### src/rtl/pipeline_hazard_ctrl.sv
// Stall/flush/bubble sequencing for the 5-stage core: load-use, taken-branch squash,
// and data-memory waits with timeout, plus saturating stall/flush statistics.
module pipeline_hazard_ctrl #(
    parameter int unsigned MEM_TIMEOUT = 255,
    parameter int unsigned CNT_W       = 16
) (
    input  logic             clk,
    input  logic             rst_n,
    input  logic             IDEXMemRead,
    input  logic [4:0]       IDEXRegRd,
    input  logic [4:0]       IFIDR1,
    input  logic [4:0]       IFIDR2,
    input  logic             IFIDUsesR2,
    input  logic             BranchTaken,
    input  logic             EXMEMMemRead,
    input  logic             EXMEMMemWrite,
    input  logic             DMemReady,
    output logic             PCWrite,
    output logic             IFIDWrite,
    output logic             IDEXWrite,
    output logic             EXMEMWrite,
    output logic             IFIDFlush,
    output logic             IDEXBubble,
    output logic             MEMWBBubble,
    output logic             MemError,
    output logic [CNT_W-1:0] StallCycles,
    output logic [CNT_W-1:0] FlushCount
);

    localparam int unsigned WAIT_W    = 8;
    localparam logic [WAIT_W-1:0] TIMEOUT_C = WAIT_W'(MEM_TIMEOUT);

    typedef enum logic [1:0] {
        ST_RUN      = 2'b00,
        ST_MEM_WAIT = 2'b01,
        ST_ERROR    = 2'b10
    } state_e;

    state_e            state_q, state_d;
    logic [WAIT_W-1:0] wait_cnt_q, wait_cnt_d;
    logic [CNT_W-1:0]  stall_cnt_q, stall_cnt_d;
    logic [CNT_W-1:0]  flush_cnt_q, flush_cnt_d;

    logic memstall;
    logic loaduse;
    logic freeze;
    logic advance;

    assign memstall = (EXMEMMemRead | EXMEMMemWrite) & ~DMemReady;
    assign loaduse  = IDEXMemRead & (IDEXRegRd != 5'd0) &
                      ((IDEXRegRd == IFIDR1) | (IFIDUsesR2 & (IDEXRegRd == IFIDR2)));

    // Next state and hazard decision; advance marks a cycle where the pipeline may move
    always_comb begin
        state_d    = state_q;
        wait_cnt_d = wait_cnt_q;
        freeze     = 1'b0;
        advance    = 1'b0;
        unique case (state_q)
            ST_RUN: begin
                if (memstall) begin
                    freeze     = 1'b1;
                    state_d    = ST_MEM_WAIT;
                    wait_cnt_d = WAIT_W'(1);
                end else begin
                    advance = 1'b1;
                end
            end
            ST_MEM_WAIT: begin
                if (!DMemReady) begin
                    freeze = 1'b1;
                    if (wait_cnt_q == TIMEOUT_C) begin
                        state_d = ST_ERROR;
                    end else begin
                        wait_cnt_d = wait_cnt_q + WAIT_W'(1);
                    end
                end else begin
                    advance    = 1'b1;
                    state_d    = ST_RUN;
                    wait_cnt_d = '0;
                end
            end
            ST_ERROR: begin
                freeze = 1'b1;
            end
            default: begin
                state_d    = ST_RUN;
                wait_cnt_d = '0;
            end
        endcase
    end

    // Control outputs; a branch outranks load-use since the ID instruction is squashed anyway
    always_comb begin
        PCWrite     = 1'b1;
        IFIDWrite   = 1'b1;
        IDEXWrite   = 1'b1;
        EXMEMWrite  = 1'b1;
        IFIDFlush   = 1'b0;
        IDEXBubble  = 1'b0;
        MEMWBBubble = 1'b0;
        if (freeze) begin
            PCWrite     = 1'b0;
            IFIDWrite   = 1'b0;
            IDEXWrite   = 1'b0;
            EXMEMWrite  = 1'b0;
            MEMWBBubble = 1'b1;
        end else if (advance && BranchTaken) begin
            IFIDFlush  = 1'b1;
            IDEXBubble = 1'b1;
        end else if (advance && loaduse) begin
            PCWrite    = 1'b0;
            IFIDWrite  = 1'b0;
            IDEXBubble = 1'b1;
        end
    end

    // Saturating statistics
    always_comb begin
        stall_cnt_d = stall_cnt_q;
        flush_cnt_d = flush_cnt_q;
        if (!PCWrite && (state_q != ST_ERROR) && (stall_cnt_q != '1)) begin
            stall_cnt_d = stall_cnt_q + CNT_W'(1);
        end
        if (IFIDFlush && (flush_cnt_q != '1)) begin
            flush_cnt_d = flush_cnt_q + CNT_W'(1);
        end
    end

    always_ff @(posedge clk or negedge rst_n) begin
        if (!rst_n) begin
            state_q     <= ST_RUN;
            wait_cnt_q  <= '0;
            stall_cnt_q <= '0;
            flush_cnt_q <= '0;
        end else begin
            state_q     <= state_d;
            wait_cnt_q  <= wait_cnt_d;
            stall_cnt_q <= stall_cnt_d;
            flush_cnt_q <= flush_cnt_d;
        end
    end

    assign MemError    = (state_q == ST_ERROR);
    assign StallCycles = stall_cnt_q;
    assign FlushCount  = flush_cnt_q;

endmodule
### config.mk
export PLATFORM = sky130hd
export DESIGN_NAME = pipeline_hazard_ctrl
export DESIGN_NICKNAME = d
export VERILOG_FILES = /design/src/rtl/pipeline_hazard_ctrl.sv
export SDC_FILE = /design/constraint.sdc
export NUM_CORES = 1
export LEC_CHECK = 0
export ABC_AREA = 1
export CAP_MARGIN = 20
export CORE_AREA = 2 2 77 79
export CTS_CLUSTER_SIZE = 28
export DETAILED_ROUTE_END_ITERATION = 6
export DIE_AREA = 0 0 79 81
export PLACE_DENSITY = 0.89
export SYNTH_ARGS = -nofsm -noshare
export SYNTH_HDL_FRONTEND = slang
export SYNTH_SLANG_ARGS = --single-unit
### constraint.sdc
create_clock -name clk -period 3.1 [get_ports clk]
set_input_delay 0.93 -clock clk [delete_from_list [all_inputs] [get_ports clk]]
set_output_delay 0.93 -clock clk [all_outputs]
set_load 0.02 [all_outputs]
==> results of run 1 <==
-- metal layers --
metal | vias up | GRT usage | routed length, um
li1 | 1321 | - | -
met1 | 1266 | 0.243 | 2700
met2 | 84 | 0.369 | 3210
met3 | 23 | 0.0333 | 289
met4 | 0 | 0.0948 | 200
met5 | - | 0 | 0
-- kinds of logic after synthesis --
group                      share of synthesized area
DFF                                            0.392
buffers and inverters                         0.0887
AOI/OAI and AO/OA                             0.0378
and+or+nand+nor                                0.360
adders and majority gates                     0.0140
xor gates and xnor gates                       0.108
-- state kept, by name, indices dropped and copies added (netlist names) --
name	count
StallCycles	16
state_q	2
FlushCount	16
wait_cnt_q	8
-- area by class of cell --
cell class,count,area (um^2)
Fill cell,478,2130
Multi-Input combinational cell,273,1430
Sequential cell,42,1050
Timing Repair Buffer,72,677
Inverter,50,188
Tap cell,75,93.8
Clock buffer,6,82.6
Clock inverter,1,30.0
-- worst max-delay path, stage by stage --
cell	delay, ns
clkdlybuf4s50_1	0.54
inv_1	0.09
nand2_2	0.09
nand2_2	0.07
o21ai_4	0.08
inv_1	0.06
clkdlybuf4s15_2	0.25
-- path summary, 6_finish.rpt --
path | from | end | depth (start not counted)
setup / recovery | DMemReady | MEMWBBubble | 7
hold / removal | FlushCount[6] | FlushCount[6] | 1
setup reg to reg | state_q[0] | StallCycles[10] | 12
hold reg to reg | FlushCount[6] | FlushCount[6] | 1
max in group asynchronous | rst_n | StallCycles[14] | 1
min in group asynchronous | rst_n | FlushCount[12] | 1
-- repair_timing --
action	in CTS	in global routing
buffers inserted	0	1
gates resized for setup	40	17
pin swaps	4	9
endpoints found under the setup margin	7	7
endpoints found under the hold margin	0	0
-- power breakdown --
part | internal (mW) | leakage, nW | total, mW | switching (mW)
logic | 0.282 | 1.20 | 0.636 | 0.355
clock network | 0.258 | 0.0573 | 0.442 | 0.185
registers | 0.630 | 0.555 | 0.745 | 0.115
-- metrics by stage --
step	hold WS, ns	std cells	total power, mW	TNS [ns]
2_1_floorplan	0.481	373	1.10	0
3_3_place_gp	0.479	511	1.36	-2.56
3_5_place_dp	0.493	511	1.38	-2.82
4_1_cts	0.507	518	1.83	0
5_1_grt	0.520	519	1.93	-0.107
6_report	0.501	519	1.82	0
-- placed cells by master (no fill, tap or decap), drive strengths merged --
| cell type | n |
|---|---|
| nand2 | 124 |
| dlygate4sd2 | 10 |
| clkbuf | 8 |
| a31o | 1 |
| bufinv | 1 |
| clkdlybuf4s15 | 1 |
| nand3 | 19 |
| xor2 | 20 |
| nor3 | 12 |
| nor2 | 41 |
| dfrtp | 42 |
| o22ai | 3 |
| xnor2 | 13 |
| dlymetal6s2s | 6 |
| inv | 49 |
| ha | 3 |
| nand4 | 23 |
| buf | 15 |
| clkdlybuf4s50 | 38 |
| a21oi | 6 |
| clkinv | 1 |
| o21ai | 8 |
==> run_results.csv, run 1 <==
group,metric,value,unit
setup_path,cp-start-kind,"input pin",
cts,tritoncts,"yes",
placement,portBuffers,62,
logic_synthesis,ys_seq_area_frac,0.392,
timing,finalCriticalPeriod,3.05,ns
cts,h-tree-depth,2,
global_route,grt_use_total,0.206,
die,rows,28,
placement,dp_hpwl,4590,um
timing,post-route-period-util,0.985,
timing,worstMarginPinSlew,0.916,ns
detailed_routing,wl,6410,um
detailed_routing,routedWlPerCell,12.3,um
logic_synthesis,synth_top_flop_cell,"dfrtp_1",
timing,finalClockSkew,0.00415,ns
logic_synthesis,synth_edf_count,0,
logic_synthesis,yosysMostFrequentCell,"nand2_1",
finish,synthToLayoutAreaGrowth,32.4,%
logic_synthesis,yosysWarnings,0,
finish,final_core_util,0.625,
cts,cts_root_buf,"clkbuf_8",
finish,antenna_cells,0,
cts,cts_buffers,5,
cts,clock_latency,0.30,ns
power_and_ir_drop,pwr_density_cell,514,nW/um^2
global_route,grt_pass1_vias,2507,
setup_path,critical_path_class,"input pin to primary output",
logic_synthesis,synthCells,373,
placement,place_ws,-0.524,ns
detailed_routing,drt_iter0_drc,111,
logic_synthesis,synth_top_area_share,0.392,
die,ioPinCount,63,
detailed_routing,via_per_inst,5.19,
logic_synthesis,synth.area.top_cells,"dfrtp_1 39%, nand2_1 17%, inv_1 6.7%",
timing,slew_viol_final,0,
setup_path,crit_required,2.17,ns
cts,cts_hold_buf,0,
cts,cts_max_path_buffers,2,
timing,post-route-worst-setup-slack,0.0467,ns
placement,gp_congestion,0.989,
global_route,grt_max_degree,43,
logic_synthesis,synth_common_cells,"121 x nand2_1, 48 x inv_1, 42 x dfrtp_1, 40 x nor2_1, 22 x nand4_1",
timing,max_freq,328,MHz
job,maxCapViolCount,0,
logic_synthesis,synth.distinct_cells,27,
power_and_ir_drop,leakage,1.81,nW
detailed_routing,drc_errors,0,
placement,place_area,3410,um^2
setup_path,path_max_fanout,4,
finish,fin_nets,470,
detailed_routing,vias,2694,
cts,path_clk_slew,0.08,ns
finish,fin_area,3550,um^2
die,start_util,0.472,
logic_synthesis,synth_area,2680,um^2
finish,layout-drive-gt1-share,0.104,
detailed_routing,ant_nets,0,
logic_synthesis,synth-seq-cells,42,
timing,finalSetupViolCount,0,
setup_path,critPathCaptureType,"primary output",
global_route,antenna_found_initial,0,
worst_hold_path,hp-class,"flop to flop",
power_and_ir_drop,ir_worst_vdd,375,uV
logic_synthesis,syn-num-nets,399,
global_route,grt_pass1_wl,10600,um
die,coreArea,5680,um^2
run_status,status,"finished, final reports clean",
timing,slew-limit-headroom,0.389,
cts,clock-sinks,42,
global_route,gr-total-overflow,0,
logic_synthesis,synth_area_per_cell,7.19,um^2
setup_path,r2r_slack,0.94,ns
detailed_routing,first_pass_iters,5,
timing,hold_viol,0,
die,dieArea,6400,um^2
die,die_w,79,um
logic_synthesis,synth_area_leader_cell,"dfrtp_1",
setup_path,worstPathArrival,2.12,ns
logic_synthesis,synth-async-reset-ratio,1.00,
die,die_h,81,um
No activity file was read; power rests on OpenSTA's default activity.
==> run 2, diff against run 1 <==
Settings changed: CELL_PAD_IN_SITES_DETAIL_PLACEMENT set to 1, CELL_PAD_IN_SITES_GLOBAL_PLACEMENT set to 2, CORE_AREA 2 2 77 79 to 2 2 116 90, DIE_AREA 0 0 79 81 to 0 0 118 92, PLACE_DENSITY 0.89 to 0.91.
==> run 2 against run 1 <==
Flip-flop and latch count unchanged. Register-to-register slack worse by 0.03 ns. Sequential share of layout area is 1.2 points lower. Combinational power grew 4.6%. Critical endpoint is now IFIDWrite.
==> run_results.csv, run 2 (same netlist as run 1, synthesis figures left out) <==
group,metric,value,unit
run_status,status,"finished, final reports clean",
cts,h-tree-depth,2,
placement,dp.cells,574,
cts,tritoncts,"yes",
detailed_routing,wl,7920,um
detailed_routing,via_per_inst,4.50,
detailed_routing,ant_nets,0,
die,dieArea,10900,um^2
cts,clock_latency,0.29,ns
worst_hold_path,hp-class,"flop to flop",
timing,post-route-period-util,0.974,
detailed_routing,first_pass_iters,4,
cts,cts_hold_buf,0,
timing,post-route-worst-setup-slack,0.0796,ns
die,ioPinCount,63,
setup_path,critPathMaxStageDelay,0.24,ns
placement,place_ws,-0.644,ns
setup_path,critical_path_class,"input pin to primary output",
detailed_routing,vias,2630,
setup_path,critPathCaptureType,"primary output",
timing,hold_viol,0,
cts,cts_root_buf,"clkbuf_16",
setup_path,crit_family,"simple AND/OR/NAND/NOR gates",
timing,slew_viol_final,0,
power_and_ir_drop,ir_worst_vdd,284,uV
setup_path,cp_cell_sequence,"clkdlybuf4s15_1 -> inv_1 -> nand2_1 -> nand2_1 -> nor2_2 -> nand3_1 -> nand2_2 -> nand3_2 -> nand2_2 -> inv_2 -> buf_6",
setup_path,crit_slowest_cell,"clkdlybuf4s15_1",
finish,final_core_util,0.374,
power_and_ir_drop,clockPowerShare,0.274,
finish,synthToLayoutAreaGrowth,38.0,%
placement,dp_hpwl,6040,um
timing,slew-limit-headroom,0.592,
finish,fin_area,3700,um^2
global_route,grt_use_total,0.154,
placement,place_area,3500,um^2
finish,layoutNonFillerInstCount,585,
cts,clock-sinks,42,
timing,finalSetupViolCount,0,
setup_path,worstPathArrival,2.09,ns
cts,cts_buffers,5,
detailed_routing,drc_errors,0,
finish,fin_nets,474,
power_and_ir_drop,pwr-share-comb,0.342,
die,start_util,0.271,
power_and_ir_drop,seq_power_share,0.384,
setup_path,path_buf_inv,4,
finish,final_common_cell,"nand2_1",
setup_path,cp-start-kind,"input pin",
cts,cts_max_path_buffers,2,
power_and_ir_drop,p_switching,0.719,mW
finish,fillers,1252,
timing,finalCriticalPeriod,3.02,ns
die,die_h,92,um
detailed_routing,routedWlPerCell,13.5,um
placement,gp_congestion,0.781,
cts,path_clk_slew,0.06,ns
power_and_ir_drop,leakage,1.85,nW
global_route,gr-total-overflow,0,
power_and_ir_drop,power,1.94,mW
die,coreArea,9890,um^2
global_route,antenna_found_initial,0,
job,maxCapViolCount,0,
setup_path,path_max_fanout,3,
finish,antenna_cells,0,
detailed_routing,drt_iter0_drc,91,
placement,portBuffers,62,
finish,layout-drive-gt1-share,0.116,
setup_path,crit_required,2.17,ns
timing,max_freq,331,MHz
finish,final_cell_mix,"119 x nand2_1, 46 x inv_1, 42 x dfrtp_1, 36 x nor2_1, 35 x clkdlybuf4s50_1",
die,die_w,118,um
global_route,grt_pass1_vias,2731,
die,rows,32,
global_route,grt_max_degree,43,
timing,worstMarginPinSlew,0.608,ns
power_and_ir_drop,p_int,1.22,mW
global_route,grt_pass1_wl,13600,um
power_and_ir_drop,pwr_density_cell,525,nW/um^2
timing,finalClockSkew,0.00872,ns
setup_path,r2r_slack,0.91,ns
power_and_ir_drop,switching_share,0.370,
run 2: cell count changes in the layout (fill, tap and decap cells not counted), sizes merged:
cell / change
dlymetal6s2s: -1
clkbuf: -3
bufinv: -1
clkinvlp: +1
clkdlybuf4s15: +1
buf: +7
dlygate4sd2: +2
clkdlybuf4s50: -3
clkinv: +2
run 2: timing repair:
action,in CTS,in global routing
pin swaps,8,10
setup buffers,1,1
hold endpoints to repair,0,0
resized for setup,55,15
endpoints found under the setup margin,7,7
run 2: metrics by stage:
stage / hold WS [ns] / setup TNS [ns]
final: 0.493 / 0
after CTS: 0.499 / -0.0314
after floorplan: 0.481 / 0
after detailed placement: 0.490 / -3.66
after global routing: 0.512 / -0.0396
after global placement: 0.480 / -3.39
run 2: path summary, 6_finish.rpt:
path / startpoint / endpoint / cells after the start
worst max-delay path: IDEXRegRd[2] / IFIDWrite / 11
min in group asynchronous: rst_n / FlushCount[15] / 1
worst min register to register: FlushCount[4] / FlushCount[4] / 1
max in group asynchronous: rst_n / StallCycles[9] / 2
worst max register to register: StallCycles[0] / StallCycles[6] / 10
worst min-delay path: FlushCount[4] / FlushCount[4] / 1
run 2: routing by layer:
metal  part of all wire  up-vias  global-route usage
met5                  0        -                   0
met4             0.0092        0              0.0331
met3              0.029        9              0.0336
met2               0.47       37               0.259
met1               0.49     1266               0.204
li1                   -     1318                   -
run 2: power by group through the flow:
stage / combinational (mW) / clock (mW) / sequential (mW)
floorplan: 0.280 / 0 / 0.818
global placement: 0.642 / 0 / 0.753
detailed placement: 0.662 / 0 / 0.758
CTS: 0.663 / 0.547 / 0.748
global route: 0.733 / 0.567 / 0.763
finish: 0.665 / 0.532 / 0.746
run 2: area by class of cell:
class | instances | area, um^2 | share of cell area
Sequential cell | 42 | 1050 | 0.284
Multi-Input combinational cell | 273 | 1430 | 0.386
Timing Repair Buffer | 76 | 717 | 0.194
Clock inverter | 3 | 21.3 | 0.00575
Clock buffer | 5 | 125 | 0.0338
Tap cell | 136 | 170 | 0.0460
Inverter | 50 | 188 | 0.0507
==> run 3, diff against run 2 <==
Settings changed: MAX_ROUTING_LAYER set to met4.
==> run 3 against run 2 <==
Flip-flop and latch count unchanged. Sequential share of layout area is the same. Global-route usage rose by 0.44 points. Hold slack hardly changed. Clock-buffer cell count unchanged. Worst setup slack about the same. Total power is essentially flat. Via count is essentially flat. Critical endpoint unchanged.
==> run_results.csv, run 3 (same netlist as run 1, synthesis figures left out) <==
group,metric,value,unit
power_and_ir_drop,pwr_density_cell,525,nW/um^2
timing,finalSetupViolCount,0,
placement,place_ws,-0.644,ns
power_and_ir_drop,leakage,1.85,nW
detailed_routing,wl,7930,um
placement,portBuffers,62,
cts,cts_max_path_buffers,2,
setup_path,worstPathArrival,2.09,ns
cts,clock_latency,0.29,ns
detailed_routing,routedWlPerCell,13.6,um
job,maxCapViolCount,0,
die,die_h,92,um
timing,worstMarginPinSlew,0.608,ns
setup_path,critical_path_class,"input pin to primary output",
global_route,antenna_found_initial,0,
setup_path,critPathCaptureType,"primary output",
finish,final_common_cell,"nand2_1",
cts,tritoncts,"yes",
power_and_ir_drop,power,1.94,mW
timing,slew-limit-headroom,0.592,
setup_path,rr_worst_depth,10,
finish,fin_nets,474,
cts,cts_buffers,5,
global_route,gr-total-overflow,0,
timing,finalCriticalPeriod,3.02,ns
detailed_routing,vias,2629,
timing,hold_viol,0,
die,coreArea,9890,um^2
detailed_routing,drt_iter0_drc,91,
run_status,status,"finished, final reports clean",
detailed_routing,via_per_inst,4.49,
setup_path,r2r_end,"StallCycles[6]",
detailed_routing,drc_errors,0,
cts,path_clk_slew,0.06,ns
timing,slew_viol_final,0,
die,rows,32,
power_and_ir_drop,ir_worst_vdd,284,uV
global_route,grt_use_total,0.158,
finish,synthToLayoutAreaGrowth,38.0,%
detailed_routing,ant_nets,0,
setup_path,crit_path_start,"IDEXRegRd[2]",
timing,post-route-period-util,0.974,
setup_path,setup.worst_path.end,"IFIDWrite",
setup_path,path_max_fanout,3,
setup_path,crit_required,2.17,ns
setup_path,cp-start-kind,"input pin",
finish,layout-drive-gt1-share,0.116,
setup_path,r2r-start,"StallCycles[0]",
setup_path,r2r_slack,0.91,ns
global_route,grt_max_degree,43,
timing,post-route-worst-setup-slack,0.0796,ns
die,die_w,118,um
timing,max_freq,331,MHz
die,ioPinCount,63,
timing,finalClockSkew,0.00872,ns
detailed_routing,first_pass_iters,4,
cts,clock-sinks,42,
cts,cts_root_buf,"clkbuf_16",
global_route,grt_pass1_wl,13600,um
global_route,grt_pass1_vias,2732,
worst_hold_path,hp-class,"flop to flop",
die,dieArea,10900,um^2
cts,h-tree-depth,2,
finish,antenna_cells,0,
cts,cts_hold_buf,0,
placement,dp_hpwl,6040,um
placement,gp_congestion,0.791,
die,start_util,0.271,
finish,final_cell_mix,"119 x nand2_1, 46 x inv_1, 42 x dfrtp_1, 36 x nor2_1, 35 x clkdlybuf4s50_1",
-- run 3: cell counts in the layout (fill, tap and decap cells not counted) --
No cell type changed its count.
-- run 3: final cells by class --
cell class,count,area (um^2)
Timing Repair Buffer,76,717
Clock buffer,5,125
Tap cell,136,170
Inverter,50,188
Fill cell,1252,6190
Clock inverter,3,21.3
Sequential cell,42,1050
Multi-Input combinational cell,273,1430
-- run 3: timing repair --
item	in CTS	in global routing
setup buffers	1	1
pin swaps	8	10
setup endpoints to repair	7	7
gates resized for setup	55	15
-- run 3: metal layers --
layer	vias to the layer above	part of all wire	global-route usage
li1	1318	-	-
met1	1266	0.49	0.204
met2	37	0.47	0.259
met3	8	0.030	0.0336
met4	0	0.0087	0.0331
met5	-	0	-
-- run 3: how the worst min path moves through the flow --
stage	cells after the start	endpoint	startpoint	slack [ns]
after floorplan	2	wait_cnt_q[0]	wait_cnt_q[0]	0.48
after global placement	1	FlushCount[6]	FlushCount[6]	0.48
after detailed placement	1	FlushCount[4]	FlushCount[4]	0.49
after CTS	1	FlushCount[4]	FlushCount[4]	0.50
after global routing	1	FlushCount[4]	FlushCount[4]	0.51
final	1	FlushCount[4]	FlushCount[4]	0.49
-- run 3: power breakdown --
part	internal, mW	leakage [nW]	switching, mW	total (mW)
sequential	0.631	0.555	0.115	0.746
clock	0.299	0.0698	0.234	0.533
combinational	0.295	1.23	0.370	0.665
-- run 3: through the flow --
stage	hold slack, ns	setup TNS (ns)	std cells	instance area (um^2)	utilization
2_1_floorplan	0.481	0	373	2690	-
3_3_place_gp	0.480	-3.39	574	3500	0.354
6_report	0.493	0	585	3700	0.374
4_1_cts	0.499	-0.0314	583	3640	0.368
5_1_grt	0.512	-0.0396	585	3700	0.374
3_5_place_dp	0.490	-3.66	574	3500	0.354
-- run 3: critical path, stage by stage --
cell	delay, ns
clkdlybuf4s15_1	0.24
inv_1	0.08
nand2_1	0.06
nand2_1	0.07
nor2_2	0.13
nand3_1	0.11
nand2_2	0.09
nand3_2	0.10
nand2_2	0.09
inv_2	0.06
buf_6	0.12
==> RTL change 1, RTL diff (settings of run 1) <==
The localparam `WAIT_W` goes from 8 to 10.
--- a/src/rtl/pipeline_hazard_ctrl.sv
+++ b/src/rtl/pipeline_hazard_ctrl.sv
@@ -28,5 +28,5 @@
 );
 
-    localparam int unsigned WAIT_W    = 8;
+    localparam int unsigned WAIT_W    = 10;
     localparam logic [WAIT_W-1:0] TIMEOUT_C = WAIT_W'(MEM_TIMEOUT);
 
Check against the original RTL: same outputs for any inputs over 10 cycles, from zero or initial values and one cycle with rst_n low; that may be too few to reach the edited logic, so the function may still have changed.
==> RTL change 1 against run 1 <==
- utilization grew 4.8 points
- synthesized area grew 13%
- critical path depth grew 1
- largest cell class unchanged
- cell count grew 8.1%
- worst setup slack lost 17 ps
- sequential cell count grew 2
- design area grew 7.7%
- routed wire length grew 9.8%
Power is not compared: it rests on default switching activity, and its combinational part moved more than twofold at a synthesized area within 25%.
==> RTL change 1: results (changes against run 1) <==
- Status: complete, no violations
- Routability cong.: 0.8986 (-9.1%)
- Cell count after placement: 553 (+8.2%)
- Starting DRT DRC Count: 172 (+55%)
- First-pass GRT wire length: 11900 um (+13%)
- Placed inst area: 3727 sq um (+9.2%)
- FF-to-FF path depth: 11 (-1)
- Worst-margin pin slew: 978.5 ps (+62.48 ps)
- Comb group: 72.0 uW
- Skew final: 6.639 ps (+2.492 ps)
- Layout fillers: 492 (+2.9%)
- # port buffers: 62 (unchanged)
- Final HPWL DP: 5303 um (+16%)
- Max VDD drop: 167.1 uV
- Clk slew on worst S/H paths: 80 ps (about the same)
- Largest net degree at the start of global routing: 45 (+4.7%)
- Worst skew pair latency: 300 ps (about the same)
- CTS Buf Count: 5 (unchanged)
- Clock root cell: clkbuf_8
- Hold depth: 1 (unchanged)
- Hold_sp: FlushCount[12]$_DFFE_PN0P_
- Tot GR Track Use: 23.07% (+2.4 points)
- Register area share after synthesis: 36.48% (-2.7 points)
- Hold Crit Class: reg -> reg
- End of the worst hold path: FlushCount[12]$_DFFE_PN0P_
- DRT Pass-1 Iters: 4 (-1)
- Post-DR wirelength/cell: 12.54 um (+1.6%)
- Critical Path AT: 2140 ps (+20 ps)
- # diodes: 0 (unchanged)
- Async SR Flop Fraction: 100.0% (unchanged)
- Layout cells sized above 1: 12.35% (+2.0 points)
- Synth warnings: 0 (unchanged)
- Total nets after synthesis: 441 (+11%)
- Synth cell count leaders: nand2_1, inv_1, dfrtp_1
- Vias post-DR: 2919 (+8.4%)
- Clock Path Buffers: 2 (unchanged)
- Reg2reg setup slack: 930 ps
- R2R Path End: StallCycles[0]$_DFFE_PN0P_
- Reg2reg start: state_q[1]$_DFFE_PN0P_
- Gate power share: 7.3%
- Clock group share of total power: 34.9%
- Pleak: 0.001876 uW
- Synth unique cells: 31 (+15%)
- Final non-filler cell total: 561 (+8.1%)
- Synth top area cells: dfrtp_1, nand2_1, inv_1, xor2_1, nand4_1
- Sw Pwr: 233.3 uW
- Hold Violations, Final: 0 (unchanged)
- CP Max Fanout: 2 (-2)
- Initial antenna violation count: 0 (unchanged)
- Post-Place Worst Slack: -567.8 ps (-43.81 ps)
- Fin nets: 512 (+8.9%)
- Avg Cell Area, Syn: 7.272 sq um (+1.2%)
- Hold slack final: 532.8 ps (+31.46 ps)
[RTL change 1: repair_timing]
item                       in CTS  in global routing
pin swaps                       5                 11
setup buffers                   1                  0
resized for setup              35                 11
hold endpoints to repair        0                  0
setup endpoints to repair       7                  4
[RTL change 1: worst max path at each step]
stage	start	to	slack, ps	cells past startpoint
floorplan	IDEXRegRd[4]	PCWrite	110	10
global placement	IDEXRegRd[4]	PCWrite	-520	9
detailed placement	IDEXRegRd[3]	IFIDWrite	-570	11
CTS	IFIDR2[0]	IFIDWrite	-0.2	11
global route	IFIDR1[2]	PCWrite	-40	8
finish	IFIDR1[2]	IFIDWrite	30	8
[RTL change 1: critical path, stage by stage]
cell	delay (ps)
clkdlybuf4s50_1	480
xnor2_1	140
nand3_1	120
nand2_1	110
nand3_2	80
nand2_2	110
inv_2	50
buf_6	120
[RTL change 1: cells by family (layout without fill, tap and decap cells)]
group,after synthesis,in the layout,synth area share (%)
AO/OA/AOI/OAI,28,28,6.633
XOR/XNOR,29,29,8.416
adder cells (fa/ha/maj),3,3,1.244
buffers and inverters,71,142,10.57
flip-flops,44,44,36.48
AND/OR/NAND/NOR,240,240,36.65
[RTL change 1: area by class of cell]
| cell class | count | area, sq um | share of cell area (%) |
|---|---|---|---|
| clock buffer | 6 | 72.57 | 1.898 |
| clock inverter | 1 | 5.005 | 0.1309 |
| inverter | 60 | 225.2 | 5.890 |
| multi-input combinational | 300 | 1617 | 42.28 |
| sequential | 44 | 1101 | 28.80 |
| tap | 75 | 93.84 | 2.454 |
| timing repair buffer | 75 | 709.4 | 18.55 |
[RTL change 1: routing by layer]
metal | track usage, % | part of all wire [%]
met4 | 8.793 | 1.8
met1 | 24.24 | 39
met5 | 0 | 0
met3 | 4.889 | 5.4
met2 | 44.92 | 53
==> RTL change 2, RTL diff (flow settings as in run 1) <==
Made on the original files. Register the output `MemError`, without a reset; this adds one clock of latency there. The other outputs are not delayed to match.
--- a/src/rtl/pipeline_hazard_ctrl.sv
+++ b/src/rtl/pipeline_hazard_ctrl.sv
@@ -142,5 +142,7 @@
     end
 
-    assign MemError    = (state_q == ST_ERROR);
+    always_ff @(posedge clk) begin
+        MemError <= (state_q == ST_ERROR);
+    end
     assign StallCycles = stall_cnt_q;
     assign FlushCount  = flush_cnt_q;
Check against the original RTL: same outputs for any inputs over 10 cycles, from zero or initial values and one cycle with rst_n low; that may be too few to reach the edited logic, so the function may still have changed.
==> RTL change 2 against run 1 <==
- cell count fell by 0.39%
- non-clock buffer count fell by 1
- worst setup slack improved by 31 ps
- worst hold slack got worse by 12 ps
- first-iteration DRC count rose by 34%
- synthesized area rose by 0.42%
- design area fell by 1.4%
- power rose by 14%
- routed wire length rose by 2.2%
- register-to-register slack improved by 80 ps
- die area did not move
- sequential cell count rose by 1
==> RTL change 2: results (changes against run 1) <==
- Hold_sp: state_q[0]$_DFFE_PN0P_
- Reg2reg setup slack: 1020 ps (+80 ps)
- Crit path time final: 3023 ps (-30.66 ps)
- Crit path to: PCWrite
- Skew final: 3.400 ps (-0.7459 ps)
- Critical Path AT: 2090 ps (-30 ps)
- Synth top area cells: dfrtp_1, nand2_1, xor2_1, inv_1, nor2_1
- Async SR Flop Fraction: 97.67% (-2.3 points)
- Avg Cell Area, Syn: 7.258 sq um (+0.96%)
- # H-tree levels: 2 (unchanged)
- Max VDD drop: 466.1 uV (+24%)
- Reg2reg start: StallCycles[0]$_DFFE_PN0P_
- Post-Place Worst Slack: -546.3 ps (-22.24 ps)
- FF-to-FF path depth: 9 (-3)
- Status: complete, no violations
- Vias in the first global route: 2575 (+2.7%)
- Vias post-DR: 2663 (-1.2%)
- Placed inst area: 3408 sq um (-0.11%)
- Routability cong.: 0.9285 (-6.1%)
- Cell count after placement: 507 (-0.78%)
- Tot GR Track Use: 21.52% (+0.89 points)
- Fin nets: 467 (-0.64%)
- First-pass GRT wire length: 11080 um (+4.8%)
- Routed WL: 6545 um (+2.2%)
- Final HPWL DP: 4893 um (+6.7%)
- CP Max Fanout: 2 (-2)
- Register area share after synthesis: 39.78% (+0.58 points)
- Total nets after synthesis: 397 (-0.50%)
- Layout cells sized above 1: 9.050% (-1.3 points)
- Synth unique cells: 26 (-3.7%)
- Synth cell count leaders: nand2_1, inv_1, dfrtp_1
[RTL change 2: area by class of cell]
class | count | area (sq um)
clock buffers | 7 | 76.32
clock inverters | 1 | 5.005
fillers | 513 | 2176
inverters | 48 | 180.2
multi-input cells | 272 | 1410
flip-flops and latches | 43 | 1071
well taps | 75 | 93.84
repair buffers | 71 | 663.1
[RTL change 2: power breakdown]
part | leakage, uW | internal, uW | switching [uW] | total, uW
clock | 0.0000422 | 158 | 189 | 347
combinational | 0.00115 | 392 | 556 | 948
sequential | 0.000564 | 659 | 123 | 783
total | 0.00175 | 1210 | 869 | 2080
[RTL change 2: metal layers]
layer	global-route usage [%]	wire (um)
met1	25.99	2775
met2	39.24	3396
met3	3.333	302
met4	7.241	70
met5	0	0
[RTL change 2: kinds of logic after synthesis]
logic type | after synthesis | synth area share [%]
AO/OA/AOI/OAI | 17 | 3.346
AND/OR/NAND/NOR | 219 | 36.20
flip-flops | 43 | 39.78
buffers and inverters | 56 | 8.550
XOR/XNOR | 33 | 10.73
adder cells (fa/ha/maj) | 3 | 1.394
[RTL change 2: worst min path at each step]
stage	endpoint	slack (ps)	cells past startpoint
global placement	MemError$_DFF_P_	470	1
detailed placement	MemError$_DFF_P_	480	1
CTS	MemError$_DFF_P_	500	1
global route	MemError$_DFF_P_	520	1
finish	MemError$_DFF_P_	490	1
floorplan	MemError$_DFF_P_	450	1
[RTL change 2: timing repair]
item	4_1_cts	5_1_grt
gates resized for setup	52	5
pin swaps	10	8
endpoints found under the setup margin	7	7
hold endpoints to repair	0	0
setup buffers	0	2
gates cloned	0	0
